**config.mk**
```make
export PLATFORM = sky130hd
export DESIGN_NAME = mac_operand_sequencer_flat
export DESIGN_NICKNAME = d
export VERILOG_FILES = /design/src/rtl/mac_operand_sequencer_pkg.sv /design/src/rtl/mac_operand_sequencer_if.sv /design/src/rtl/mac_operand_sequencer_lane_mask.sv /design/src/rtl/mac_operand_sequencer.sv /design/src/flat_wrapper.sv
export SDC_FILE = /design/constraint.sdc
export NUM_CORES = 1
export LEC_CHECK = 0
export BUFFER_PORTS_ARGS = -buffer_cell sky130_fd_sc_hd__clkbuf_2
export CAP_MARGIN = 0
export CORE_ASPECT_RATIO = 1.5
export CORE_MARGIN = 2
export CORE_UTILIZATION = 25
export DETAILED_ROUTE_END_ITERATION = 7
export PLACE_DENSITY = 0.56
export SYNTH_ARGS = -nofsm -noshare
export SYNTH_HDL_FRONTEND = slang
export SYNTH_HIERARCHICAL = 1
export SYNTH_SLANG_ARGS = --single-unit
export TNS_END_PERCENT = 50
```
**constraint.sdc**
```tcl
create_clock -name clk -period 5 [get_ports clk]
set_input_delay 1.5 -clock clk [delete_from_list [all_inputs] [get_ports clk]]
set_output_delay 1.5 -clock clk [all_outputs]
set_load 0.1 [all_outputs]
```
**src/rtl/mac_operand_sequencer_pkg.sv**
```systemverilog
// Shared types and lane helpers for the MAC operand sequencer.
package lstm_mac_pkg;

    localparam int unsigned MAC_LANES  = 3;
    localparam int unsigned LANE_MAX_W = 32;
    localparam int unsigned LANE_BUS_W = MAC_LANES * LANE_MAX_W;

    typedef enum logic [2:0] {
        IDLE,
        FETCH,
        LOAD,
        ISSUE,
        DRAIN,
        OUT
    } seq_state_e;

    function automatic logic [LANE_MAX_W-1:0] lane_mask(input int unsigned w);
        logic [LANE_MAX_W-1:0] m;
        if (w >= LANE_MAX_W)
            m = '1;
        else
            m = LANE_MAX_W'((64'(1) << w) - 64'(1));
        return m;
    endfunction

    // Lane k of a packed bus whose lanes are w bits wide, zero-extended.
    function automatic logic [LANE_MAX_W-1:0] lane_get(
        input logic [LANE_BUS_W-1:0] bus,
        input int unsigned           k,
        input int unsigned           w
    );
        logic [LANE_BUS_W-1:0] sh;
        sh = bus >> (k * w);
        return sh[LANE_MAX_W-1:0] & lane_mask(w);
    endfunction

    function automatic logic [LANE_BUS_W-1:0] lane_put(
        input logic [LANE_BUS_W-1:0] bus,
        input int unsigned           k,
        input int unsigned           w,
        input logic [LANE_MAX_W-1:0] val
    );
        logic [LANE_BUS_W-1:0] field;
        field = LANE_BUS_W'(lane_mask(w)) << (k * w);
        return (bus & ~field) | ((LANE_BUS_W'(val & lane_mask(w))) << (k * w));
    endfunction

endpackage

```
**src/rtl/mac_operand_sequencer_if.sv**
```systemverilog
// Request/response bundle between the operand sequencer and the 3-lane MAC.
interface mac_operand_sequencer_if #(
    parameter int unsigned W_BITWIDTH   = 8,
    parameter int unsigned IN_BITWIDTH  = 8,
    parameter int unsigned OUT_BITWIDTH = 32
);
    logic                    mac_en;
    logic [W_BITWIDTH-1:0]   mac_weights_0;
    logic [W_BITWIDTH-1:0]   mac_weights_1;
    logic [W_BITWIDTH-1:0]   mac_weights_2;
    logic [IN_BITWIDTH-1:0]  mac_data_in_0;
    logic [IN_BITWIDTH-1:0]  mac_data_in_1;
    logic [IN_BITWIDTH-1:0]  mac_data_in_2;
    logic [OUT_BITWIDTH-1:0] mac_pre_sum;
    logic                    mac_done;
    logic [OUT_BITWIDTH-1:0] mac_out;

    modport master (
        output mac_en, mac_weights_0, mac_weights_1, mac_weights_2,
               mac_data_in_0, mac_data_in_1, mac_data_in_2, mac_pre_sum,
        input  mac_done, mac_out
    );

    modport slave (
        input  mac_en, mac_weights_0, mac_weights_1, mac_weights_2,
               mac_data_in_0, mac_data_in_1, mac_data_in_2, mac_pre_sum,
        output mac_done, mac_out
    );
endinterface

```
**src/rtl/mac_operand_sequencer_lane_mask.sv**
```systemverilog
// Flags which lanes of group g hold real elements (3g+k < len).
module mac_lane_mask
    import lstm_mac_pkg::*;
#(
    parameter int unsigned ADDR_W = 5,
    parameter int unsigned LEN_W  = 7
) (
    input  logic [ADDR_W-1:0]    g,
    input  logic [LEN_W-1:0]     len,
    output logic [MAC_LANES-1:0] lane_valid
);
    always_comb begin
        lane_valid = '0;
        for (int unsigned k = 0; k < MAC_LANES; k++) begin
            lane_valid[k] = (32'(g) * 32'(MAC_LANES) + k) < 32'(len);
        end
    end
endmodule

```
**src/rtl/mac_operand_sequencer.sv**
```systemverilog
// Walks the operand buffer three elements at a time, chaining MAC results into a dot product.
module mac_operand_sequencer
    import lstm_mac_pkg::*;
#(
    parameter int unsigned W_BITWIDTH   = 8,
    parameter int unsigned IN_BITWIDTH  = 8,
    parameter int unsigned OUT_BITWIDTH = 32,
    parameter int unsigned MAX_LEN      = 64,
    parameter int unsigned ADDR_W       = $clog2((MAX_LEN + 2) / 3)
) (
    input  logic                              clk,
    input  logic                              rstn,
    input  logic                              start,
    input  logic [$clog2(MAX_LEN+1)-1:0]      len,
    input  logic [OUT_BITWIDTH-1:0]           bias,
    output logic                              busy,
    output logic                              rd_en,
    output logic [ADDR_W-1:0]                 rd_addr,
    input  logic [MAC_LANES*W_BITWIDTH-1:0]   rd_weight,
    input  logic [MAC_LANES*IN_BITWIDTH-1:0]  rd_data,
    mac_operand_sequencer_if.master           mac,
    output logic                              result_valid,
    output logic [OUT_BITWIDTH-1:0]           result,
    input  logic                              result_ready
);
    localparam int unsigned LEN_W = $clog2(MAX_LEN + 1);
    localparam int unsigned GRP_W = ADDR_W + 1;

    seq_state_e state_q, state_d;

    logic [LEN_W-1:0]        len_q, len_c;
    logic [GRP_W-1:0]        groups_q;
    logic [ADDR_W-1:0]       g_q;
    logic [OUT_BITWIDTH-1:0] acc_q;
    logic [OUT_BITWIDTH-1:0] pre_sum_q;
    logic [W_BITWIDTH-1:0]   w_q [MAC_LANES];
    logic [IN_BITWIDTH-1:0]  x_q [MAC_LANES];
    logic [MAC_LANES-1:0]    lane_valid;
    logic                    accept, drain_exit, last_group;

    assign len_c      = (len > LEN_W'(MAX_LEN)) ? LEN_W'(MAX_LEN) : len;
    assign accept     = (state_q == IDLE) && start;
    assign drain_exit = (state_q == DRAIN) && !mac.mac_done;
    assign last_group = (GRP_W'(g_q) + GRP_W'(1)) == groups_q;

    mac_lane_mask #(
        .ADDR_W(ADDR_W),
        .LEN_W (LEN_W)
    ) u_lane_mask (
        .g         (g_q),
        .len       (len_q),
        .lane_valid(lane_valid)
    );

    always_ff @(posedge clk or negedge rstn) begin
        if (!rstn)
            state_q <= IDLE;
        else
            state_q <= state_d;
    end

    always_comb begin
        state_d = state_q;
        case (state_q)
            IDLE:    if (start) state_d = (len == '0) ? OUT : FETCH;
            FETCH:   state_d = LOAD;
            LOAD:    state_d = ISSUE;
            ISSUE:   if (mac.mac_done) state_d = DRAIN;
            DRAIN:   if (!mac.mac_done) state_d = last_group ? OUT : FETCH;
            OUT:     if (result_ready) state_d = IDLE;
            default: state_d = IDLE;
        endcase
    end

    always_ff @(posedge clk or negedge rstn) begin
        if (!rstn) begin
            len_q     <= '0;
            groups_q  <= '0;
            g_q       <= '0;
            acc_q     <= '0;
            pre_sum_q <= '0;
            for (int unsigned k = 0; k < MAC_LANES; k++) begin
                w_q[k] <= '0;
                x_q[k] <= '0;
            end
        end else begin
            if (accept) begin
                len_q    <= len_c;
                groups_q <= GRP_W'((32'(len_c) + 32'd2) / 32'd3);
                g_q      <= '0;
                acc_q    <= bias;
            end
            // Buffer data is one cycle behind rd_en, so it lands here in LOAD.
            if (state_q == LOAD) begin
                for (int unsigned k = 0; k < MAC_LANES; k++) begin
                    w_q[k] <= lane_valid[k]
                        ? W_BITWIDTH'(lane_get(LANE_BUS_W'(rd_weight), k, W_BITWIDTH)) : '0;
                    x_q[k] <= lane_valid[k]
                        ? IN_BITWIDTH'(lane_get(LANE_BUS_W'(rd_data), k, IN_BITWIDTH)) : '0;
                end
                pre_sum_q <= acc_q;
            end
            if (drain_exit) begin
                acc_q <= mac.mac_out;
                g_q   <= g_q + 1'b1;
            end
        end
    end

    assign busy         = (state_q != IDLE);
    assign rd_en        = (state_q == FETCH);
    assign rd_addr      = g_q;
    assign result_valid = (state_q == OUT);
    assign result       = acc_q;

    assign mac.mac_en        = (state_q == ISSUE);
    assign mac.mac_weights_0 = w_q[0];
    assign mac.mac_weights_1 = w_q[1];
    assign mac.mac_weights_2 = w_q[2];
    assign mac.mac_data_in_0 = x_q[0];
    assign mac.mac_data_in_1 = x_q[1];
    assign mac.mac_data_in_2 = x_q[2];
    assign mac.mac_pre_sum   = pre_sum_q;
endmodule

```
**src/flat_wrapper.sv**
```systemverilog
// flat-port wrapper written by rule: the top's interface ports become plain ports
module mac_operand_sequencer_flat import lstm_mac_pkg::*;
#(
    parameter int unsigned W_BITWIDTH   = 8,
    parameter int unsigned IN_BITWIDTH  = 8,
    parameter int unsigned OUT_BITWIDTH = 32,
    parameter int unsigned MAX_LEN      = 64,
    parameter int unsigned ADDR_W       = $clog2((MAX_LEN + 2) / 3)
)
  (clk, rstn, start, len, bias, busy, rd_en, rd_addr, rd_weight, rd_data, result_valid, result, result_ready, mac_mac_en, mac_mac_weights_0, mac_mac_weights_1, mac_mac_weights_2, mac_mac_data_in_0, mac_mac_data_in_1, mac_mac_data_in_2, mac_mac_pre_sum, mac_mac_done, mac_mac_out);
  mac_operand_sequencer_if #(.W_BITWIDTH(W_BITWIDTH), .IN_BITWIDTH(IN_BITWIDTH), .OUT_BITWIDTH(OUT_BITWIDTH)) mac_i ();
  input  logic clk;
  input  logic rstn;
  input  logic start;
  input  logic [$clog2(MAX_LEN+1)-1:0] len;
  input  logic [OUT_BITWIDTH-1:0] bias;
  output logic busy;
  output logic rd_en;
  output logic [ADDR_W-1:0] rd_addr;
  input  logic [MAC_LANES*W_BITWIDTH-1:0] rd_weight;
  input  logic [MAC_LANES*IN_BITWIDTH-1:0] rd_data;
  output logic result_valid;
  output logic [OUT_BITWIDTH-1:0] result;
  input  logic result_ready;
  output wire logic [$bits(mac_i.mac_en)-1:0] mac_mac_en;
  output wire logic [$bits(mac_i.mac_weights_0)-1:0] mac_mac_weights_0;
  output wire logic [$bits(mac_i.mac_weights_1)-1:0] mac_mac_weights_1;
  output wire logic [$bits(mac_i.mac_weights_2)-1:0] mac_mac_weights_2;
  output wire logic [$bits(mac_i.mac_data_in_0)-1:0] mac_mac_data_in_0;
  output wire logic [$bits(mac_i.mac_data_in_1)-1:0] mac_mac_data_in_1;
  output wire logic [$bits(mac_i.mac_data_in_2)-1:0] mac_mac_data_in_2;
  output wire logic [$bits(mac_i.mac_pre_sum)-1:0] mac_mac_pre_sum;
  input wire logic [$bits(mac_i.mac_done)-1:0] mac_mac_done;
  input wire logic [$bits(mac_i.mac_out)-1:0] mac_mac_out;
  assign mac_mac_en = mac_i.mac_en;
  assign mac_mac_weights_0 = mac_i.mac_weights_0;
  assign mac_mac_weights_1 = mac_i.mac_weights_1;
  assign mac_mac_weights_2 = mac_i.mac_weights_2;
  assign mac_mac_data_in_0 = mac_i.mac_data_in_0;
  assign mac_mac_data_in_1 = mac_i.mac_data_in_1;
  assign mac_mac_data_in_2 = mac_i.mac_data_in_2;
  assign mac_mac_pre_sum = mac_i.mac_pre_sum;
  assign mac_i.mac_done = mac_mac_done;
  assign mac_i.mac_out = mac_mac_out;
  mac_operand_sequencer #(.W_BITWIDTH(W_BITWIDTH), .IN_BITWIDTH(IN_BITWIDTH), .OUT_BITWIDTH(OUT_BITWIDTH), .MAX_LEN(MAX_LEN), .ADDR_W(ADDR_W)) u_core (.clk(clk), .rstn(rstn), .start(start), .len(len), .bias(bias), .busy(busy), .rd_en(rd_en), .rd_addr(rd_addr), .rd_weight(rd_weight), .rd_data(rd_data), .mac(mac_i), .result_valid(result_valid), .result(result), .result_ready(result_ready));
endmodule
```
==> flow_summary_export.csv <==
group,metric,value,unit
timing,period_share,81.5,%
synthesis,yosysSeqAreaShare,47.3,%
synthesis,syn_inst,784,
placement,place.gp.congestion,0.849,
worst_setup_path,worst-path-stages,14,
drt,drc,0,
drt,dr.pass1.iters,5,
timing,clock_skew,10.1,ps
synthesis,synth_top_flop_cell,"dfrtp_1",
synthesis,synth_top_area_share,47.3,%
min_path,hold_path_class,"reg -> reg",
floorplan,rows,75,
drt,drt-initial-drc-count,295,
drt,ant_nets,0,
floorplan,initial_core_util,25.2,%
placement,place_hpwl,15.5,mm
cts,cts_resized,0,
cts,cts_buffer_depth,2,
synthesis,synth_seq_cells,133,
placement,port_buffers,244,
floorplan,die_w,141,um
timing,finalHoldViolCount,0,
drt,dr_wl_met3,985,um
floorplan,die_h,209,um
synthesis,synth_top_cells_by_area,"dfrtp_1 (47%), nand2_1 (10%), ha_1 (5.5%), mux2_2 (5.3%), o21ai_0 (4.9%)",
cts,cts.sinks,133,
cts,clkLatencyLatePin,440,ps
cells_and_area,drive_above_1_share,32.7,%
worst_setup_path,cp_num_buf_inv,3,
job,cap_viol_max_count,0,
worst_setup_path,crit_chain,"clkbuf_2 > nand2b_1 > inv_1 > ha_1 > nand2b_1 > o21ai_1 > a222oi_1 > o21ai_0 > o21ai_2 > inv_1 > ha_1 > nor4_1 > o21ai_0 > a31oi_1",
drt,wire_per_inst,15.4,um
worst_setup_path,max_stage_delay,380,ps
timing,drv_slew,0,
cts,cts_tree,"built",
timing,tns,0,ps
cells_and_area,finalNonFillerCells,1364,
timing,final-setup-viol-count,0,
worst_setup_path,reg2regPathDepth,14,
synthesis,ys_async_sr_fraction,100,%
floorplan,core,27900,sq um
timing,tightest_slew,1110,ps
worst_setup_path,arrival,4440,ps
floorplan,io_pins,245,
worst_setup_path,required,5360,ps
cts,clkTransAtPathRegs,60,ps
global_route,grt.overflow.total,0,
drt,wl_met1,8.64,mm
cts,cts_hold_buf,0,
timing,slew_headroom,26.0,%
global_route,grt_max_degree,72,
drt,wl,21.0,mm
synthesis,synth_top_cell_by_area,"dfrtp_1",
outcome,status,"completed",
cts,h-tree-depth,4,
cells_and_area,final_cell_mix,"clkbuf_2 (243), nand2_1 (195), dfrtp_1 (133), o21ai_0 (69), nor2_1 (53)",
synthesis,syn_nets,940,
synthesis,avgSynthCellArea,8.98,sq um
cts,cts_made_buffers,17,
drt,highest_layer,"met4",
cts,cts_setup_buffers,0,
synthesis,synth-edff-count,0,
global_route,antenna_found_initial,0,
cells_and_area,final_common_cell,"clkbuf_2",
timing,fin_crit,4080,ps
min_path,min_path_cells,2,
timing,grt_setup_unrepaired,"no",
global_route,first_global_vias,6276,
timing,clock.fmax,245,MHz
global_route,grt_use_total,14.5,%
worst_setup_path,critPathTopFamily,"compound AO/OA/AOI/OAI gates",
placement,dp_cells,1333,
worst_setup_path,crit_type,"in -> reg",
worst_setup_path,path_max_fanout,11,
floorplan,die-area,29500,sq um
cells_and_area,nNetsFinal,1162,
drt,wl_met2,10.8,mm
drt,vias,6313,
synthesis,synth_area,7040,sq um
cells_and_area,area_growth,30.7,%
worst_setup_path,worst_setup_path_end_kind,"flop",
drt,viasPerCell,4.63,
global_route,grt_pass1_wl,33.3,mm
synthesis,synth_cell_type_count,62,
synthesis,ys_warn_count,6,
cts,cts-root-buf,"clkbuf_16",
cells_and_area,antenna_cells,0,
worst_setup_path,crit_slowest_cell,"ha_1",
worst_setup_path,cp-start-kind,"input port",
## worst min-delay path: cells and delay by family (launching register included)
| kind | cells | cell delay [ps] |
|---|---|---|
| and+or+nand+nor | 2 | 100 |
| DFF | 1 | 340 |
## kinds of logic after synthesis
kind of cell	synth area share (%)
simple gates	19.1
compound gates	15.1
flops	47.3
buf+inv	4.20
mux	5.28
fa+ha+maj	5.80
xor+xnor	3.20
## layer usage
layer	vias up	global-route usage [%]
li1	3123	-
met1	2947	16.8
met2	207	25.4
met3	36	3.19
met4	0	6.55
met5	-	0
## layout make-up
cell class,count,area [sq um]
clock inverter,13,171
tap,346,433
sequential,133,3330
inverter,23,86.3
timing repair buffer,253,1310
clock buffer,18,429
multi-input combinational,578,3440
fill,2938,18700
## stage by stage
stage	area [sq um]	util, %	setup WS (ps)	hold slack, ps
2_1_floorplan	7040	-	589	446
3_3_place_gp	8600	30.8	546	462
6_report	9200	33.0	923	480
3_5_place_dp	8600	30.8	528	469
5_1_grt	9200	33.0	610	497
4_1_cts	9200	33.0	882	483
## flip-flops by register name (all words and copies together) (netlist names)
signal	flops
u_core/mac.mac_data_in_2	8
u_core/state_q	3
u_core/mac.mac_weights_1	8
u_core/mac.mac_data_in_1	8
u_core/mac.mac_data_in_0	8
u_core/rd_addr	5
u_core/groups_q	6
u_core/len_q	7
u_core/mac.mac_weights_2	8
u_core/result	32
u_core/mac.mac_pre_sum	32
u_core/mac.mac_weights_0	8
## cells in the mapped netlist, types with 4 or more instances
library cell	number
a21o_1	4
a21oi_1	29
a31oi_1	36
and2_1	4
and3_1	4
buf_2	4
clkbuf_1	40
dfrtp_1	133
ha_1	31
inv_1	22
mux2_2	33
nand2_1	196
nand2b_1	7
nand3_1	13
nor2_1	53
nor2b_1	7
nor3_1	10
nor3b_1	4
o21ai_0	69
xnor2_1	11
xor2_1	11
## path summary, 6_finish.rpt
| path | startpoint | end | slack, ps |
|---|---|---|---|
| max | len[6] | u_core/groups_q[0] | 920 |
| min | u_core/len_q[6] | u_core/len_q[6] | 480 |
| max reg2reg | u_core/rd_addr[0] | u_core/mac.mac_weights_2[7] | 930 |
| min reg2reg | u_core/len_q[6] | u_core/len_q[6] | 480 |
| max in group asynchronous | rstn | u_core/len_q[4] | 3130 |
| min in group asynchronous | rstn | u_core/result[10] | 1040 |
Power is not shown: default switching activity piles up to over one toggle a cycle in this logic, so the estimate is an artifact.
